$ cat src/rtl/m31_pkg.sv
// Shared M31 Poseidon2 types and constants: round-type encoding and standard round counts.
package m31_pkg;

  typedef enum logic [1:0] {
    RND_LIN  = 2'd0,
    RND_FULL = 2'd1,
    RND_PART = 2'd2
  } rnd_type_e;

  localparam int unsigned RF_P2    = 8;
  localparam int unsigned RP_P2_16 = 14;
  localparam int unsigned RP_P2_24 = 22;

  // Round j of the schedule: LIN first, then RF/2 full, RP partial, RF/2 full.
  function automatic rnd_type_e rnd_type_of(input int unsigned j, input int unsigned rf,
                                            input int unsigned rp);
    if (j == 0) return RND_LIN;
    if ((j > rf / 2) && (j <= rf / 2 + rp)) return RND_PART;
    return RND_FULL;
  endfunction

endpackage

$ cat src/rtl/p2_round_ctrl.sv
// Poseidon2 round sequencer: walks the shared round datapath through load, LIN, full and
// partial rounds, owns round-constant addressing, and hands the result out via valid/ready.
module p2_round_ctrl
  import m31_pkg::*;
#(
  parameter int unsigned RF        = 8,
  parameter int unsigned RP        = 14,
  parameter int unsigned ROUND_LAT = 1
) (
  input  logic                          clk,
  input  logic                          rst,
  input  logic                          clr,
  input  logic                          start_valid,
  output logic                          start_ready,
  output logic                          dp_load,
  output logic                          dp_en,
  output rnd_type_e                     rnd_type,
  output logic [$clog2(RF+RP)-1:0]      rc_addr,
  output logic                          rnd_last,
  output logic                          busy,
  output logic                          out_valid,
  input  logic                          out_ready
);

  localparam int unsigned N        = 1 + RF + RP;
  localparam int unsigned RW       = $clog2(N + 1);
  localparam int unsigned AW       = $clog2(RF + RP);
  localparam int unsigned LW       = (ROUND_LAT > 2) ? $clog2(ROUND_LAT) : 1;
  localparam int unsigned LAT_INIT = (ROUND_LAT > 1) ? (ROUND_LAT - 2) : 0;

  localparam logic [2:0] S_IDLE  = 3'd0;
  localparam logic [2:0] S_LOAD  = 3'd1;
  localparam logic [2:0] S_ISSUE = 3'd2;
  localparam logic [2:0] S_WAIT  = 3'd3;
  localparam logic [2:0] S_DONE  = 3'd4;

  if (((RF % 2) != 0) || (RF < 2) || (ROUND_LAT < 1)) begin : g_param_err
    $error("p2_round_ctrl: RF must be even and >= 2, ROUND_LAT must be >= 1");
  end

  logic [2:0]    state_q, state_d;
  logic [RW-1:0] rnd_q, rnd_d;
  logic [LW-1:0] lat_q, lat_d;

  logic          start_ready_q, start_ready_d;
  logic          dp_load_q, dp_load_d;
  logic          dp_en_q, dp_en_d;
  rnd_type_e     rnd_type_q, rnd_type_d;
  logic [AW-1:0] rc_addr_q, rc_addr_d;
  logic          rnd_last_q, rnd_last_d;
  logic          busy_q, busy_d;
  logic          out_valid_q, out_valid_d;

  // Next state; rnd_q counts issued rounds, so it reads N once the last one is out.
  always_comb begin
    state_d = state_q;
    rnd_d   = rnd_q;
    lat_d   = lat_q;
    case (state_q)
      S_IDLE: begin
        if (start_valid) begin
          state_d = S_LOAD;
          rnd_d   = '0;
        end
      end
      S_LOAD:  state_d = S_ISSUE;
      S_ISSUE: begin
        rnd_d = rnd_q + RW'(1);
        if (ROUND_LAT > 1) begin
          state_d = S_WAIT;
          lat_d   = LW'(LAT_INIT);
        end else if (rnd_q == RW'(N - 1)) begin
          state_d = S_DONE;
        end
      end
      S_WAIT: begin
        if (lat_q == '0) begin
          state_d = (rnd_q == RW'(N)) ? S_DONE : S_ISSUE;
        end else begin
          lat_d = lat_q - LW'(1);
        end
      end
      S_DONE: begin
        if (out_ready) state_d = S_IDLE;
      end
      default: state_d = S_IDLE;
    endcase
    if (clr) begin
      state_d = S_IDLE;
      rnd_d   = '0;
      lat_d   = '0;
    end
  end

  // Outputs are decoded from the next state so that every port comes straight off a flop.
  always_comb begin
    start_ready_d = (state_d == S_IDLE);
    busy_d        = (state_d != S_IDLE);
    dp_load_d     = (state_d == S_LOAD);
    dp_en_d       = (state_d == S_ISSUE);
    out_valid_d   = (state_d == S_DONE);
    rnd_type_d    = RND_LIN;
    rc_addr_d     = '0;
    rnd_last_d    = 1'b0;
    if (state_d == S_ISSUE) begin
      rnd_type_d = rnd_type_of(32'(rnd_d), RF, RP);
      if (rnd_d != '0) rc_addr_d = AW'(rnd_d - RW'(1));
      rnd_last_d = (rnd_d == RW'(N - 1));
    end
  end

  always_ff @(posedge clk or posedge rst) begin
    if (rst) begin
      state_q       <= S_IDLE;
      rnd_q         <= '0;
      lat_q         <= '0;
      start_ready_q <= 1'b1;
      dp_load_q     <= 1'b0;
      dp_en_q       <= 1'b0;
      rnd_type_q    <= RND_LIN;
      rc_addr_q     <= '0;
      rnd_last_q    <= 1'b0;
      busy_q        <= 1'b0;
      out_valid_q   <= 1'b0;
    end else begin
      state_q       <= state_d;
      rnd_q         <= rnd_d;
      lat_q         <= lat_d;
      start_ready_q <= start_ready_d;
      dp_load_q     <= dp_load_d;
      dp_en_q       <= dp_en_d;
      rnd_type_q    <= rnd_type_d;
      rc_addr_q     <= rc_addr_d;
      rnd_last_q    <= rnd_last_d;
      busy_q        <= busy_d;
      out_valid_q   <= out_valid_d;
    end
  end

  assign start_ready = start_ready_q;
  assign dp_load     = dp_load_q;
  assign dp_en       = dp_en_q;
  assign rnd_type    = rnd_type_q;
  assign rc_addr     = rc_addr_q;
  assign rnd_last    = rnd_last_q;
  assign busy        = busy_q;
  assign out_valid   = out_valid_q;

endmodule

$ cat config.mk
export PLATFORM = sky130hd
export DESIGN_NAME = p2_round_ctrl
export DESIGN_NICKNAME = d
export VERILOG_FILES = /design/src/rtl/m31_pkg.sv /design/src/rtl/p2_round_ctrl.sv
export SDC_FILE = /design/constraint.sdc
export NUM_CORES = 1
export LEC_CHECK = 0
export BUFFER_PORTS_ARGS = -buffer_cell sky130_fd_sc_hd__buf_2
export CORE_MARGIN = 3
export CORE_UTILIZATION = 30
export DETAILED_ROUTE_END_ITERATION = 10
export PLACE_DENSITY = 0.49
export SLEW_MARGIN = 20
export SYNTH_ARGS = -nofsm -noshare
export SYNTH_HDL_FRONTEND = slang
export SYNTH_SLANG_ARGS = --single-unit
$ cat constraint.sdc
create_clock -name clk -period 5.68 [get_ports clk]
set_input_delay 0 -clock clk [delete_from_list [all_inputs] [get_ports clk]]
set_output_delay 0 -clock clk [all_outputs]
set_load 0.01 [all_outputs]
# == After elaboration in Yosys (flattened, before gate mapping) ==
# Index checks and enable logic that the tools add are counted.
# word_totals
regBits,22
inputBits,5
out_inout_bits,13
elab_cells,59
# classes
addsub,3
magnitude_cmp,2
n_eq_ne,10
mux,26
reduce_logical,7
# op_table
cell,n
2-to-1 mux 5 bit,4
2-to-1 mux 3 bit,6
== test 5 bit (second input constant),3
one-hot mux 3 bit (5 select lines),1
2-to-1 mux 2 bit,5
one-hot mux 5 bit (2 select lines),1
== test 3 x 2 -> 1 bit (second input constant),3
2-to-1 mux 1 bit,9
== test 3 x 1 -> 1 bit (second input constant),2
== test 3 bit (second input constant),2
zero test 3 bit,2
adder 5 x 1 -> 5 bit (second input constant),1
greater-than comparator 5 x 3 -> 1 bit (second input constant),1
<= comparator 5 bit (second input constant),1
zero test 5 bit,1
nonzero test 5 bit,1
subtractor 5 x 1 -> 5 bit (second input constant),1
nonzero test 3 bit,1
nonzero test 2 bit,1
logical AND 1 bit,1
subtractor 1 bit (second input constant),1

# == Logic depth before layout (Yosys ltp) ==
# logic_depth
word_depth,12
depth_mapped,8
mapped_depth_nobuf,8

# == Worst setup path after synthesis ==
# No wires, ideal clock.
# synth_timing
path_type,register -> register
startpoint,register state_q[0]
endpoint,register rc_addr_q[2] (netlist: rc_addr[2])
setup_ps,144
arrival_ps,1916
t_required_ps,5536
slack_ps,3620
stages_incl_launch_ff,9
n_path_buf,1
period_less_slack_ps,2060
cell_sequence,dfrtp_1 -> or2_1 -> buf_2 -> o21ai_0 -> a21o_1 -> ha_1 -> inv_1 -> nor4_1 -> a211oi_1
# synth_between
elab_chain_cells,6
word_cells_on_any_way,18
cone_classes,add/sub: 1; eq/ne: 5; mux: 10; reduce/logical: 2
# synth_lines
element,line,text
from (decl),p2_round_ctrl.sv:41,"logic [2:0] state_q, state_d;"
from (signal assigned),p2_round_ctrl.sv:126,state_q <= state_d;
== test 3 x 2 -> 1 bit / zero test 3 bit (equally long branches),p2_round_ctrl.sv:59,case (state_q)
one-hot mux 5 bit (2 select lines),p2_round_ctrl.sv:59,
2-to-1 mux 5 bit,p2_round_ctrl.sv:88,if (clr) begin
subtractor 5 x 1 -> 5 bit / nonzero test 5 bit (equally long branches),p2_round_ctrl.sv:107,if (rnd_d != '0) rc_addr_d = AW'(rnd_d - RW'(1));
2-to-1 mux 5 bit,p2_round_ctrl.sv:107,
2-to-1 mux 5 bit (*),p2_round_ctrl.sv:105,if (state_d == S_ISSUE) begin
via rc_addr_d[2],p2_round_ctrl.sv:49,"logic [AW-1:0] rc_addr_q, rc_addr_d;"
to (signal assigned),p2_round_ctrl.sv:133,rc_addr_q <= rc_addr_d;
to (decl),p2_round_ctrl.sv:49,
# The timed path passes the listed nets; every way through them passes the cells marked *.
# A chain may end at the register's enable or synchronous reset.

# == Worst setup path in the final report ==
# Same ends and word-level chain as after synthesis.

==> out/summary.txt <==
Outcome - finished clean
Number of flops mapped to enable cells by yosys - 0
Most frequent cells in the layout - dfrtp_1 (20), buf_2 (17), inv_1 (8), nor2_1 (7), o21ai_0 (6)
Most common cell after layout, fill and taps aside - dfrtp_1
Post-synthesis sequential area ratio - 48.1%
# DRC - 0
CP max stage cell - nor4_1
Worst r2r path cells - 7
Highest Clock Rate - 0.418 GHz
Synth area leaders - dfrtp_1 (46%), ha_1 (3.4%), o21ai_0 (2.7%)
Endpoints failing hold - 0
Final Power - 0.000265 W
Reg power frac - 60.3%
Post-CTS sizing - 0
Vias in the first global route - 887
Maximum clock path buffer count - 2
Leak - 0.603 nW
Share of layout cells above drive strength 1 - 21.1%
Synth cell types - 41
Io pins - 18
Die height - 66.4 µm
Die X - 66.4 µm
Final setup viols - 0
P per Cell Area - 209 nW/µm²
Share of the synthesized area in the top cell type - 45.7%
Data arrival, critical path - 2.57 ns
Fill cells - 361
Initial antenna violation count - 0
Total gr overflow - 0
Cell family with most CP delay - simple AND/OR/NAND/NOR gates
Syn nets - 117
Cell area after synthesis - 1100 µm²
Fin cells - 174
Drt wl/cell - 14.1 µm
Hold_sp - clr
Clk Latency, worst-skew pair - 0.30 ns
PortBufs - 17
RSZ-0062 raised after global routing - false
Synth Flop Type - dfrtp_1
Worst-path clk slew - 0.11 ns
Clk sink count - 21
Placed cells - 168
Skew final - 0.00314 ns
Root buf cell - clkbuf_4
Slew Viols, Final - 0
Largest net degree at the start of global routing - 22
Maxcap violations - 0
Worst-Margin Slew - 0.790 ns
RR Startpoint - state_q[0]
Worst vdd ir - 0.0980 mV
Yosys top cell by area - dfrtp_1
Worst Hold Class - primary input to flip-flop
DR pass1 iterations - 4
DR iter-0 viols - 73
Final ANT Viol Nets - 0
First-pass GRT wire length - 4.31 mm
Synth Instances - 109
Yosys reg bits - 21
H-tree depth - 1
Syn_area_per_cell - 10.1 µm²
Drt via density - 5.25
Crit-path max FO - 8
R2R setup slack - 3.29 ns
CTS Buf Count - 3
Setup TNS - 0 ns
Worst setup path start - state_q[0]
CP Cell Sequence - or2_1 > o21ai_0 > a21o_1 > ha_1 > inv_1 > nor4_1 > a211oi_1
CTS tree - built
Core area - 3420 µm²
Via count of the routed design - 914
Die ar. - 4410 µm²
Total GRT Usage - 13.0%
Fin nets - 137
Rows - 21
Clock power share - 26.9%
Int Pwr - 0.000195 W
WL final - 2.45 mm
Critical R2R Capture - rc_addr[2]
Area growth, synth to finish - 15.8%
Max incr delay on CP - 0.50 ns
Critical path buffers and inverters - 1
Startpoint Class - flip-flop
Required @ worst endpoint - 5.86 ns
Final worst path period share - 42.1%
Worst slew margin - 47.3%
Diode count - 0
Tmin final - 2.39 ns
Min-Delay Path Depth - 2
WS Path Type - flip-flop to flip-flop
Starting density of the core - 32.1%
Sw power - 0.0000697 W
Min-Delay Endpoint - out_valid
Hpwl dp - 1.83 mm
Comb power frac - 12.8%
Number of setup buffers added after CTS - 0
Warnings, synthesis - 0
RD Place Congestion - 0.878
Synth async-reset ratio - 100%
Crit path capture type - flip-flop
Switching Fraction - 26.3%
worst register-to-register path, cell delays in order, from the launching register on:
cell and delay (ns):
dfrtp_1 0.48, or2_1 0.37, o21ai_0 0.33, a21o_1 0.21, ha_1 0.20, inv_1 0.08, nor4_1 0.50, a211oi_1 0.09
final cells by class:
| class | count | area [µm²] | share of cell area [%] |
|---|---|---|---|
| Clock buffer | 4 | 26.3 | 2.07 |
| Sequential cell | 21 | 527 | 41.5 |
| Tap cell | 46 | 57.6 | 4.54 |
| Timing Repair Buffer | 19 | 105 | 8.28 |
| Multi-Input combinational cell | 74 | 515 | 40.6 |
| Inverter | 10 | 37.5 | 2.96 |
logic make-up (layout without fill, tap and decap cells):
family / Yosys count / in the layout / synth area share, %
simple gates: 43 / 43 / 25.5
compound gates: 28 / 28 / 18.1
flops: 21 / 21 / 48.1
buf+inv: 14 / 33 / 4.91
fa+ha+maj: 3 / 3 / 3.43
layer usage:
layer / up-vias / routed length (µm) / share of wire [%] / GRT usage (%)
li1: 446 / - / - / -
met3: 4 / 138 / 5.6 / 4.59
met4: 0 / 23 / 0.94 / 3.05
met1: 444 / 1180 / 48 / 17.4
met5: - / 0 / 0 / 0
met2: 20 / 1110 / 45 / 20.1
power groups by stage:
stage | Sequential [W] | Clock (W) | Combinational, W
after floorplan | 0.000163 | 0 | 0.0000215
after global placement | 0.000163 | 0 | 0.0000336
after detailed placement | 0.000163 | 0 | 0.0000335
after CTS | 0.000160 | 0.0000745 | 0.0000346
after global routing | 0.000161 | 0.0000817 | 0.0000386
final | 0.000160 | 0.0000713 | 0.0000340
sequential cells by signal, summed over array words and instances (netlist names):
name and flops:
rnd_last 1, start_ready 1, state_q 3, rc_addr 5, dp_en 1, rnd_type 2
dp_load 1, busy 1, rnd_q 5, out_valid 1
metrics by stage:
step / hold WS [ns] / setup slack, ns / util, % / cell area, µm²
floorplan: -0.0242 / 3.62 / - / 1100
finish: 0.0455 / 3.29 / 37.1 / 1270
CTS: 0.0367 / 3.30 / 37.1 / 1270
global placement: 0.178 / 3.39 / 35.8 / 1220
detailed placement: 0.201 / 3.32 / 35.8 / 1220
global route: 0.0466 / 3.03 / 37.1 / 1270
worst max path at each step:
stage | depth (start not counted) | end | slack [ns]
after floorplan | 8 | rc_addr[2] | 3.62
after global placement | 7 | rc_addr[2] | 3.39
after detailed placement | 7 | rc_addr[2] | 3.32
after CTS | 7 | rc_addr[2] | 3.30
after global routing | 7 | rc_addr[1] | 3.03
final | 7 | rc_addr[2] | 3.29
Yosys cell counts (3+ instances only):
library cell   n
dfrtp_1       20
inv_1          8
nor2_1         7
o21ai_0        6
nor3_1         5
a21o_1         3
a21oi_1        3
clkbuf_1       3
ha_1           3
nand2_1        3
nand3_1        3
nor4b_1        3
o21a_1         3
o31ai_1        3
repair_timing:
action,in CTS,in global routing
hold endpoints to repair,21,0
setup endpoints to repair,0,0
hold buffers,2,0
No activity file was read; power rests on OpenSTA's default activity.
